`src/rtl/sram_axi_bridge.sv`:
```
// sram_axi_bridge: turns the core's instruction-fetch and data SRAM-like
// ports into one AXI master. The read FSM arbitrates between the two ports.
// The data port uses the write FSM for stores. A data read must not overtake
// a store that is still in flight.
// Optional feature macro: BRIDGE_RAW_CHECK_EN. When it is defined, a data
// read is held back only if it hits the word of the pending store.
module sram_axi_bridge (
    input  logic        clk,
    input  logic        reset,
    // instruction fetch port (read-only)
    input  logic        inst_sram_req,
    input  logic        inst_sram_wr,
    input  logic [1:0]  inst_sram_size,
    input  logic [31:0] inst_sram_addr,
    input  logic [3:0]  inst_sram_wstrb,
    input  logic [31:0] inst_sram_wdata,
    output logic        inst_sram_addr_ok,
    output logic        inst_sram_data_ok,
    output logic [31:0] inst_sram_rdata,
    // data port
    input  logic        data_sram_req,
    input  logic        data_sram_wr,
    input  logic [1:0]  data_sram_size,
    input  logic [31:0] data_sram_addr,
    input  logic [3:0]  data_sram_wstrb,
    input  logic [31:0] data_sram_wdata,
    output logic        data_sram_addr_ok,
    output logic        data_sram_data_ok,
    output logic [31:0] data_sram_rdata,
    // AXI read address
    output logic [3:0]  arid,
    output logic [31:0] araddr,
    output logic [7:0]  arlen,
    output logic [2:0]  arsize,
    output logic [1:0]  arburst,
    output logic [1:0]  arlock,
    output logic [3:0]  arcache,
    output logic [2:0]  arprot,
    output logic        arvalid,
    input  logic        arready,
    // AXI read data
    input  logic [3:0]  rid,
    input  logic [31:0] rdata,
    input  logic [1:0]  rresp,
    input  logic        rlast,
    input  logic        rvalid,
    output logic        rready,
    // AXI write address
    output logic [3:0]  awid,
    output logic [31:0] awaddr,
    output logic [7:0]  awlen,
    output logic [2:0]  awsize,
    output logic [1:0]  awburst,
    output logic [1:0]  awlock,
    output logic [3:0]  awcache,
    output logic [2:0]  awprot,
    output logic        awvalid,
    input  logic        awready,
    // AXI write data
    output logic [3:0]  wid,
    output logic [31:0] wdata,
    output logic [3:0]  wstrb,
    output logic        wlast,
    output logic        wvalid,
    input  logic        wready,
    // AXI write response
    input  logic [3:0]  bid,
    input  logic [1:0]  bresp,
    input  logic        bvalid,
    output logic        bready
);

    typedef enum logic [1:0] {R_IDLE, R_AR, R_R} r_state_e;
    typedef enum logic [1:0] {W_IDLE, W_REQ, W_B} w_state_e;

    // Read path state
    r_state_e    r_state_q, r_state_d;
    logic        r_grant_data_q, r_grant_data_d;   // 1: data port owns the read
    logic [31:0] r_addr_q, r_addr_d;
    logic [1:0]  r_size_q, r_size_d;
    logic        r_addr_ok, r_data_ok;

    // Write path state
    w_state_e    w_state_q, w_state_d;
    logic [31:0] w_addr_q, w_addr_d;
    logic [1:0]  w_size_q, w_size_d;
    logic [3:0]  w_strb_q, w_strb_d;
    logic [31:0] w_data_q, w_data_d;
    logic        aw_done_q, aw_done_d;
    logic        w_done_q, w_done_d;
    logic        w_addr_ok, w_data_ok;
    logic        aw_hs, w_hs;

    logic        data_rd_req;
    logic        data_rd_blocked;

    // Write-only fetch fields and response ids/codes carry nothing we route on.
    logic        unused_inputs;
    assign unused_inputs = ^{inst_sram_wr, inst_sram_wstrb, inst_sram_wdata,
                             rid, rresp, rlast, bid, bresp};

    assign data_rd_req = data_sram_req & ~data_sram_wr;

`ifdef BRIDGE_RAW_CHECK_EN
    // Only a read of the same word as the in-flight store must wait for it.
    assign data_rd_blocked = (w_state_q != W_IDLE) &&
                             (data_sram_addr[31:2] == w_addr_q[31:2]);
`else
    // Any data read waits until the in-flight store has its response.
    assign data_rd_blocked = (w_state_q != W_IDLE);
`endif

    // Read FSM next state, latching and AR/R channel outputs.
    always_comb begin
        // NOTE: every output of this block is given a default first, so no path leaves it unassigned and no latch is inferred.
        r_state_d      = r_state_q;
        r_grant_data_d = r_grant_data_q;
        r_addr_d       = r_addr_q;
        r_size_d       = r_size_q;
        arvalid        = 1'b0;
        rready         = 1'b0;
        r_addr_ok      = 1'b0;
        r_data_ok      = 1'b0;
        case (r_state_q)
            R_IDLE: begin
                if (data_rd_req && !data_rd_blocked) begin
                    r_grant_data_d = 1'b1;
                    r_addr_d       = data_sram_addr;
                    r_size_d       = data_sram_size;
                    r_state_d      = R_AR;
                end else if (inst_sram_req) begin
                    r_grant_data_d = 1'b0;
                    r_addr_d       = inst_sram_addr;
                    r_size_d       = inst_sram_size;
                    r_state_d      = R_AR;
                end
            end
            R_AR: begin
                arvalid = 1'b1;
                if (arready) begin
                    r_addr_ok = 1'b1;
                    r_state_d = R_R;
                end
            end
            R_R: begin
                rready = 1'b1;
                if (rvalid) begin
                    r_data_ok = 1'b1;
                    r_state_d = R_IDLE;
                end
            end
            default: r_state_d = R_IDLE;
        endcase
    end

    // Read FSM registers.
    always_ff @(posedge clk or posedge reset) begin
        // NOTE: state is updated with non-blocking assignments so every register samples pre-edge values.
        if (reset) begin
            r_state_q      <= R_IDLE;
            r_grant_data_q <= 1'b0;
            r_addr_q       <= '0;
            r_size_q       <= '0;
        end else begin
            r_state_q      <= r_state_d;
            r_grant_data_q <= r_grant_data_d;
            r_addr_q       <= r_addr_d;
            r_size_q       <= r_size_d;
        end
    end

    // AW and W each drop independently once their own handshake completes.
    assign awvalid = (w_state_q == W_REQ) && !aw_done_q;
    assign wvalid  = (w_state_q == W_REQ) && !w_done_q;
    assign aw_hs   = awvalid & awready;
    assign w_hs    = wvalid & wready;

    // Write FSM next state, latching and handshake tracking.
    always_comb begin
        w_state_d = w_state_q;
        w_addr_d  = w_addr_q;
        w_size_d  = w_size_q;
        w_strb_d  = w_strb_q;
        w_data_d  = w_data_q;
        aw_done_d = aw_done_q;
        w_done_d  = w_done_q;
        bready    = 1'b0;
        w_addr_ok = 1'b0;
        w_data_ok = 1'b0;
        case (w_state_q)
            W_IDLE: begin
                if (data_sram_req && data_sram_wr) begin
                    w_addr_d  = data_sram_addr;
                    w_size_d  = data_sram_size;
                    w_strb_d  = data_sram_wstrb;
                    w_data_d  = data_sram_wdata;
                    aw_done_d = 1'b0;
                    w_done_d  = 1'b0;
                    w_state_d = W_REQ;
                end
            end
            W_REQ: begin
                if ((aw_done_q || aw_hs) && (w_done_q || w_hs)) begin
                    w_addr_ok = 1'b1;
                    aw_done_d = 1'b0;
                    w_done_d  = 1'b0;
                    w_state_d = W_B;
                end else begin
                    aw_done_d = aw_done_q | aw_hs;
                    w_done_d  = w_done_q | w_hs;
                end
            end
            W_B: begin
                bready = 1'b1;
                if (bvalid) begin
                    w_data_ok = 1'b1;
                    w_state_d = W_IDLE;
                end
            end
            default: w_state_d = W_IDLE;
        endcase
    end

    // Write FSM registers.
    always_ff @(posedge clk or posedge reset) begin
        // NOTE: latched request fields are reset too, so the AXI address and data outputs read as zero after reset.
        if (reset) begin
            w_state_q <= W_IDLE;
            w_addr_q  <= '0;
            w_size_q  <= '0;
            w_strb_q  <= '0;
            w_data_q  <= '0;
            aw_done_q <= 1'b0;
            w_done_q  <= 1'b0;
        end else begin
            w_state_q <= w_state_d;
            w_addr_q  <= w_addr_d;
            w_size_q  <= w_size_d;
            w_strb_q  <= w_strb_d;
            w_data_q  <= w_data_d;
            aw_done_q <= aw_done_d;
            w_done_q  <= w_done_d;
        end
    end

    // Route the handshakes back to the granted port using the latched grant.
    assign inst_sram_addr_ok = r_addr_ok & ~r_grant_data_q;
    assign inst_sram_data_ok = r_data_ok & ~r_grant_data_q;
    assign inst_sram_rdata   = (r_data_ok && !r_grant_data_q) ? rdata : '0;
    assign data_sram_addr_ok = (r_addr_ok & r_grant_data_q) | w_addr_ok;
    assign data_sram_data_ok = (r_data_ok & r_grant_data_q) | w_data_ok;
    assign data_sram_rdata   = (r_data_ok && r_grant_data_q) ? rdata : '0;

    assign arid    = {3'b000, r_grant_data_q};
    assign araddr  = r_addr_q;
    assign arsize  = {1'b0, r_size_q};
    assign arlen   = 8'd0;
    assign arburst = 2'b01;
    assign arlock  = 2'b00;
    assign arcache = 4'd0;
    assign arprot  = 3'd0;

    assign awid    = 4'd1;
    assign awaddr  = w_addr_q;
    assign awsize  = {1'b0, w_size_q};
    assign awlen   = 8'd0;
    assign awburst = 2'b01;
    assign awlock  = 2'b00;
    assign awcache = 4'd0;
    assign awprot  = 3'd0;

    assign wid     = 4'd1;
    assign wdata   = w_data_q;
    assign wstrb   = w_strb_q;
    assign wlast   = 1'b1;

endmodule

```
`config.mk`:
```
export PLATFORM = sky130hd
export DESIGN_NAME = sram_axi_bridge
export DESIGN_NICKNAME = d
export VERILOG_FILES = /design/src/rtl/sram_axi_bridge.sv
export SDC_FILE = /design/constraint.sdc
export NUM_CORES = 1
export LEC_CHECK = 0
export BUFFER_PORTS_ARGS = -buffer_cell sky130_fd_sc_hd__buf_2
export CAP_MARGIN = 20
export CORE_AREA = 2 2 167 169
export CTS_CLUSTER_DIAMETER = 30
export CTS_CLUSTER_SIZE = 40
export DETAILED_ROUTE_END_ITERATION = 7
export DIE_AREA = 0 0 169 171
export RECOVER_POWER = 50
export SETUP_SLACK_MARGIN = 0.5
export SKIP_CTS_REPAIR_TIMING = 1
export SYNTH_ARGS = -nofsm -noshare
export SYNTH_HDL_FRONTEND = slang
export SYNTH_SLANG_ARGS = --single-unit
export TNS_END_PERCENT = 5
```
`constraint.sdc`:
```
create_clock -name clk -period 4.85 [get_ports clk]
set_clock_uncertainty 0.05 [all_clocks]
set_input_delay 0.485 -clock clk [delete_from_list [all_inputs] [get_ports clk]]
set_output_delay 0.485 -clock clk [all_outputs]
set_load 0.02 [all_outputs]
```
==> results.yml, run 1 <==
finish:
  multi_input_area_um2: 2620
  syn_to_final_growth_pct: 33.8
  regArea_um2: 2780
  nets: 1042
  layout-drive-gt1-share: 0.396
  stdcell_count: 1197
  antenna_cells: 0
  n_fill_cell: 2968
global_routing:
  grt.overflow.total: 0
  grt_use_total: 0.126
  grt_pass1_wl_um: 28000
  grt_antenna_before_repair: 0
  grt_max_degree: 71
  grt_pass1_vias: 4987
synth:
  synth_ff_type: "dfrtp_1"
  yosysUniqueCellTypes: 32
  ys_seq_elements: 111
  synth_area_um2: 5790
  yosys-top-cells-area: "dfrtp_1 (48%), mux2_2 (14%), nand4_1 (7.4%)"
  synth-seq-area-share: 0.480
  yosysTopAreaCell: "dfrtp_1"
  synth_common_cells: "dfrtp_1 (111), mux2_2 (70), nand4_1 (68)"
  syn_area_per_cell_um2: 10.5
  synthCells: 552
  synth_most_common_cell: "dfrtp_1"
  yosysTopAreaCellShare: 0.480
  synth.yosys.warnings: 0
  async_flop_share: 1.00
  synth_edf_count: 0
clocking:
  cts_tree: "yes"
  cts_made_buffers: 9
  cts_buffer_depth: 2
  cts_root_buf: "clkbuf_16"
  clk_latency_ns: 0.37
  htreeDepth: 3
  cts.sinks: 111
  clk_pin_slew_ns: 0.08
sta:
  slew_viol_final: 38
  rsz0062_at_grt: "no"
  slew_headroom: -0.239
  finalSetupViolations: 0
  fmax_ghz: 0.358
  period_needed_ns: 2.79
  post-route-period-util: 0.576
  report.final.hold_viol_count: 0
  max_slew.worst_pin.slew_ns: 1.85
  tns_ns: 0
critical_path:
  crit_required_ns: 4.32
  cp.arrival_ns: 2.26
  start_kind: "flop"
  critical_path_class: "flop to output port"
  end_kind: "output port"
  path_max_fanout: 33
die:
  initial_core_util: 0.212
  die_h_um: 171
  pin_count: 426
  dieArea_um2: 28900
  rows: 61
  floorplan.core_area_um2: 27300
  die_w_um: 169
hold_path:
  hold_path.class: "input pin to flop"
run_status:
  violations: "capacitance limit, slew limit"
  outcome: "complete, but fails checks"
pwr:
  leakagePower_nw: 3.68
  max-vdd-ir-drop_mv: 0.254
  p_per_area_nw_per_um2: 633
drt:
  vias: 5234
  vias_per_cell: 4.37
  drt_iter0_drc: 300
  drt-total-wl_um: 19100
  wire_per_inst_um: 15.9
  ant_nets: 0
  drc: 0
  dr.pass1.iters: 4
placement:
  port_buffers: 323
  dp_hpwl_um: 14000
  dpl.cell_count: 1181
  gp_congestion: 0.859
job:
  cap_viol_max_count: 1
## cell type report
type | instances | area share
multi-input combinational | 390 | 0.339
clock inverter | 7 | 0.0133
timing repair buffer | 331 | 0.202
sequential | 111 | 0.359
tap | 346 | 0.0559
clock buffer | 9 | 0.0291
inverter | 3 | 0.00162
## state kept, by name (all words and copies together), names as in the netlist
| signal | count |
|---|---|
| araddr | 32 |
| awaddr | 32 |
| wdata | 32 |
| wstrb | 4 |
| r_size_q | 2 |
| r_state_q | 2 |
| w_size_q | 2 |
| w_state_q | 2 |
| aw_done_q | 1 |
| r_grant_data_q | 1 |
| w_done_q | 1 |
## cell families after synthesis
| kind of cell | share of synthesized area |
|---|---|
| and+or+nand+nor | 0.263 |
| DFF | 0.480 |
| buffers and inverters | 0.106 |
| muxes | 0.136 |
| AOI/OAI and AO/OA | 0.0132 |
| other | 0.00130 |
## layer usage
metal,track usage,vias up,share of wire
met5,0,-,0
li1,-,2426,-
met4,0.0476,0,0.021
met1,0.146,2533,0.40
met2,0.228,254,0.52
met3,0.0257,21,0.060
## final timing paths
check / startpoint / end / slack, ns / cells after the start
setup / recovery: r_state_q[0]$_DFFE_PP0P_ / data_sram_rdata[25] / 2.06 / 5
hold / removal: bvalid / w_state_q[1]$_DFFE_PP0P_ / 0.25 / 2
setup reg to reg: w_state_q[0]$_DFFE_PP0P_ / araddr[19]$_DFFE_PP0P_ / 2.64 / 4
hold reg to reg: awaddr[27]$_DFFE_PP0P_ / awaddr[27]$_DFFE_PP0P_ / 0.46 / 1
max in group asynchronous: reset / araddr[0]$_DFFE_PP0P_ / 2.95 / 3
min in group asynchronous: reset / wdata[21]$_DFFE_PP0P_ / 0.53 / 2
## cell usage in the layout, fill, tap and decap left out, drive strengths merged, types with 2 or more instances in the layout
cell type  instances
mux2              70
and2              64
nand2             37
clkinvlp           2
o31ai              2
nor2               9
inv                4
nand3b            36
bufinv             2
nand4             68
nand2b             2
buf              243
nand3             35
dfrtp            111
clkbuf            97
conb              52
clkinv             2
## through the flow
step / power, mW / area [um^2] / setup slack, ns / utilization / hold WS (ns)
6_report: 4.90 / 7740 / 2.06 / 0.283 / 0.250
5_1_grt: 5.23 / 7740 / 1.85 / 0.283 / 0.262
4_1_cts: 5.07 / 7850 / 2.01 / 0.287 / 0.125
3_5_place_dp: 4.21 / 7520 / 2.42 / 0.275 / 0.440
3_3_place_gp: 4.14 / 7520 / 2.46 / 0.275 / 0.434
2_1_floorplan: 3.33 / 5970 / 1.38 / - / 0.416
## power breakdown
group	internal [mW]	total (mW)	switching [mW]
Combinational	0.788	2.34	1.56
Clock	0.460	0.846	0.387
Sequential	1.40	1.71	0.311
Total	2.65	4.90	2.25
## worst max-delay path, stage by stage, from the launching register on
cell and delay [ns]:
dfrtp_1 0.46, nand2b_1 0.22, inv_1 0.10, and3_1 0.69, and2_1 0.25, buf_2 0.17
No activity file was read; power rests on OpenSTA's default activity.
==> run 2: changes to the inputs <==
--- a/config.mk
+++ b/config.mk
@@ -5,13 +5,14 @@
 export SDC_FILE = /design/constraint.sdc
 export NUM_CORES = 1
 export LEC_CHECK = 0
+export ABC_AREA = 1
 export BUFFER_PORTS_ARGS = -buffer_cell sky130_fd_sc_hd__buf_2
 export CAP_MARGIN = 20
-export CORE_AREA = 2 2 167 169
+export CORE_AREA = 2 2 166 168
 export CTS_CLUSTER_DIAMETER = 30
 export CTS_CLUSTER_SIZE = 40
 export DETAILED_ROUTE_END_ITERATION = 7
-export DIE_AREA = 0 0 169 171
+export DIE_AREA = 0 0 168 170
 export RECOVER_POWER = 50
 export SETUP_SLACK_MARGIN = 0.5
 export SKIP_CTS_REPAIR_TIMING = 1
==> constraint.sdc (replaced) <==
create_clock -name clk -period 2.5 [get_ports clk]
set_clock_uncertainty 0.05 [all_clocks]
set_input_delay 0.25 -clock clk [delete_from_list [all_inputs] [get_ports clk]]
set_output_delay 0.25 -clock clk [all_outputs]
set_load 0.02 [all_outputs]
==> results.yml, run 2 <==
run_status:
  outcome: "finished, final reports clean"
hold_path:
  min_from: "bvalid"
  min_to: "w_state_q[1]$_DFFE_PP0P_"
  hold_depth: 2
  hold_path.class: "input pin to flop"
drt:
  dr.pass1.iters: 6
  wire_per_inst_um: 13.7
  drt-total-wl_um: 19600
  drc: 0
  vias_per_cell: 3.92
  vias: 5576
  drt_iter0_drc: 298
  ant_nets: 0
sta:
  finalSetupViolations: 0
  report.final.hold_viol_count: 0
  tns_ns: 0
  period_needed_ns: 2.00
  fmax_ghz: 0.500
  slew_headroom: 0.181
  slew_viol_final: 0
  rsz0062_at_grt: "yes"
  post-route-period-util: 0.800
  max_slew.worst_pin.slew_ns: 1.22
finish:
  layout-drive-gt1-share: 0.238
  syn_to_final_growth_pct: 34.3
  stdcell_count: 1423
  n_fill_cell: 2962
  final_cell_mix: "nand2_1 (254), buf_2 (218), inv_1 (116)"
  final_common_cell: "nand2_1"
  nets: 1272
synth:
  yosys-top-cells-area: "dfrtp_1 (48%), nand2_1 (17%), inv_1 (7.7%)"
  synth-seq-area-share: 0.484
  async_flop_share: 1.00
  synth_ff_type: "dfrtp_1"
  synth.yosys.warnings: 0
  yosysTopAreaCellShare: 0.484
  synth_most_common_cell: "nand2_1"
  syn_area_per_cell_um2: 7.48
  synth_common_cells: "nand2_1 (254), inv_1 (117), dfrtp_1 (111)"
  ys_seq_elements: 111
  synthCells: 767
  yosysTopAreaCell: "dfrtp_1"
  yosysUniqueCellTypes: 20
  synth_edf_count: 0
  synth_area_um2: 5740
critical_path:
  path_cells: "inv_1, nand2_1, a21oi_1, nand2_1, o21ai_0, buf_2"
  crit_required_ns: 2.20
  end_kind: "output port"
  slowest_stage: "dfrtp_1"
  critical_path_class: "flop to output port"
  worst_path_most_repeated_cell: "nand2_1"
  cp.arrival_ns: 1.70
  reg2reg_from: "r_state_q[0]$_DFFE_PP0P_"
  cp_num_buf_inv: 2
  crit_family: "flip-flops"
  cpPeakStageDelay_ns: 0.41
  start_kind: "flop"
  path_max_fanout: 8
  rrSetupSlack_ns: 0.71
  rr_worst_depth: 6
  rr_endpoint: "araddr[29]$_DFFE_PP0P_"
pwr:
  max-vdd-ir-drop_mv: 0.382
  p_comb_frac: 0.480
  power.internal_mw: 4.50
  leakagePower_nw: 4.60
  seq_power_share: 0.354
  p_clk_frac: 0.166
  switchingPower_mw: 4.27
  switching_share: 0.487
  p_per_area_nw_per_um2: 1140
global_routing:
  grt_use_total: 0.133
  grt_pass1_vias: 5438
  grt_pass1_wl_um: 29700
  grt_max_degree: 67
  grt.overflow.total: 0
  grt_antenna_before_repair: 2
clocking:
  cts_made_buffers: 9
  htreeDepth: 3
  cts.sinks: 111
  clk_pin_slew_ns: 0.09
  cts_tree: "yes"
  clk_latency_ns: 0.36
  cts_buffer_depth: 2
  cts_root_buf: "clkbuf_16"
die:
  die_h_um: 170
  dieArea_um2: 28600
  die_w_um: 168
  pin_count: 426
  rows: 60
  initial_core_util: 0.215
  floorplan.core_area_um2: 26700
placement:
  dp_hpwl_um: 14900
  dpl.cell_count: 1403
  gp_congestion: 0.816
  port_buffers: 323
job:
  cap_viol_max_count: 0
-- run 2: changes by cell type in the layout (fill, tap and decap cells not counted), moves of 3 or more --
cell	before	now
and2_1	64	0
buf_12	0	5
buf_2	235	218
clkbuf_1	88	105
nand4_1	68	0
nor2_1	8	70
nand3b_1	36	0
mux2_2	70	0
inv_1	2	116
o21ai_2	0	3
nand3_1	35	40
nand2_1	37	254
o21ai_1	0	68
-- run 2: layer usage --
layer,global-route usage,up-vias,share of wire
li1,-,2810,-
met1,0.161,2508,0.43
met2,0.241,242,0.49
met5,0,-,0
met3,0.0284,16,0.063
met4,0.0329,0,0.0098
-- run 2: worst register-to-register path: stages (launching register included) --
cell and delay [ns]:
dfrtp_1 0.44, nor2_1 0.37, inv_1 0.14, a21oi_4 0.35, buf_12 0.22, nand2_1 0.10
nand2_1 0.07
-- run 2: through the flow --
stage	total power [mW]	worst slack, ns	utilization	cell area (um^2)	hold WS (ns)
CTS	9.09	0.410	0.292	7790	-0.0862
finish	8.77	0.500	0.289	7710	0.0226
global placement	7.49	0.587	0.281	7500	0.307
global route	9.48	0.372	0.289	7700	0.0171
floorplan	5.98	0.657	-	5930	0.286
detailed placement	7.58	0.561	0.281	7500	0.313
-- run 2: cells by family (layout without fill, tap and decap cells) --
| group | count (synthesis) | count (layout) | synth area share |
|---|---|---|---|
| AOI/OAI and AO/OA | 78 | 78 | 0.0726 |
| other | 2 | 54 | 0.00131 |
| DFF | 111 | 111 | 0.484 |
| buffers and inverters | 206 | 469 | 0.186 |
| and+or+nand+nor | 370 | 370 | 0.256 |
-- run 2: layout make-up --
cell class	instances	area, um^2	share of cell area
Sequential cell	111	2780	0.360
Timing Repair Buffer	337	1660	0.216
Antenna cell	2	5.00	0.000649
Tap cell	341	427	0.0554
Inverter	117	440	0.0572
Clock buffer	9	225	0.0292
Multi-Input combinational cell	500	2110	0.273
Clock inverter	6	62.6	0.00812
-- run 2: power by group through the flow --
stage	combinational [mW]	sequential (mW)	clock, mW
floorplan	1.89	4.08	0
global placement	4.42	3.08	0
detailed placement	4.47	3.11	0
CTS	4.47	3.08	1.54
global route	4.67	3.21	1.60
finish	4.21	3.11	1.45
-- run 2: worst max-delay path by stage --
stage / cells past startpoint / start / slack [ns] / endpoint
3_3_place_gp: 6 / w_state_q[0]$_DFFE_PP0P_ / 0.59 / araddr[4]$_DFFE_PP0P_
3_5_place_dp: 6 / w_state_q[0]$_DFFE_PP0P_ / 0.56 / araddr[14]$_DFFE_PP0P_
4_1_cts: 6 / w_state_q[1]$_DFFE_PP0P_ / 0.41 / data_sram_addr_ok
2_1_floorplan: 5 / r_state_q[1]$_DFFE_PP0P_ / 0.66 / data_sram_rdata[22]
6_report: 6 / w_state_q[1]$_DFFE_PP0P_ / 0.50 / data_sram_addr_ok
5_1_grt: 6 / w_state_q[1]$_DFFE_PP0P_ / 0.37 / data_sram_addr_ok
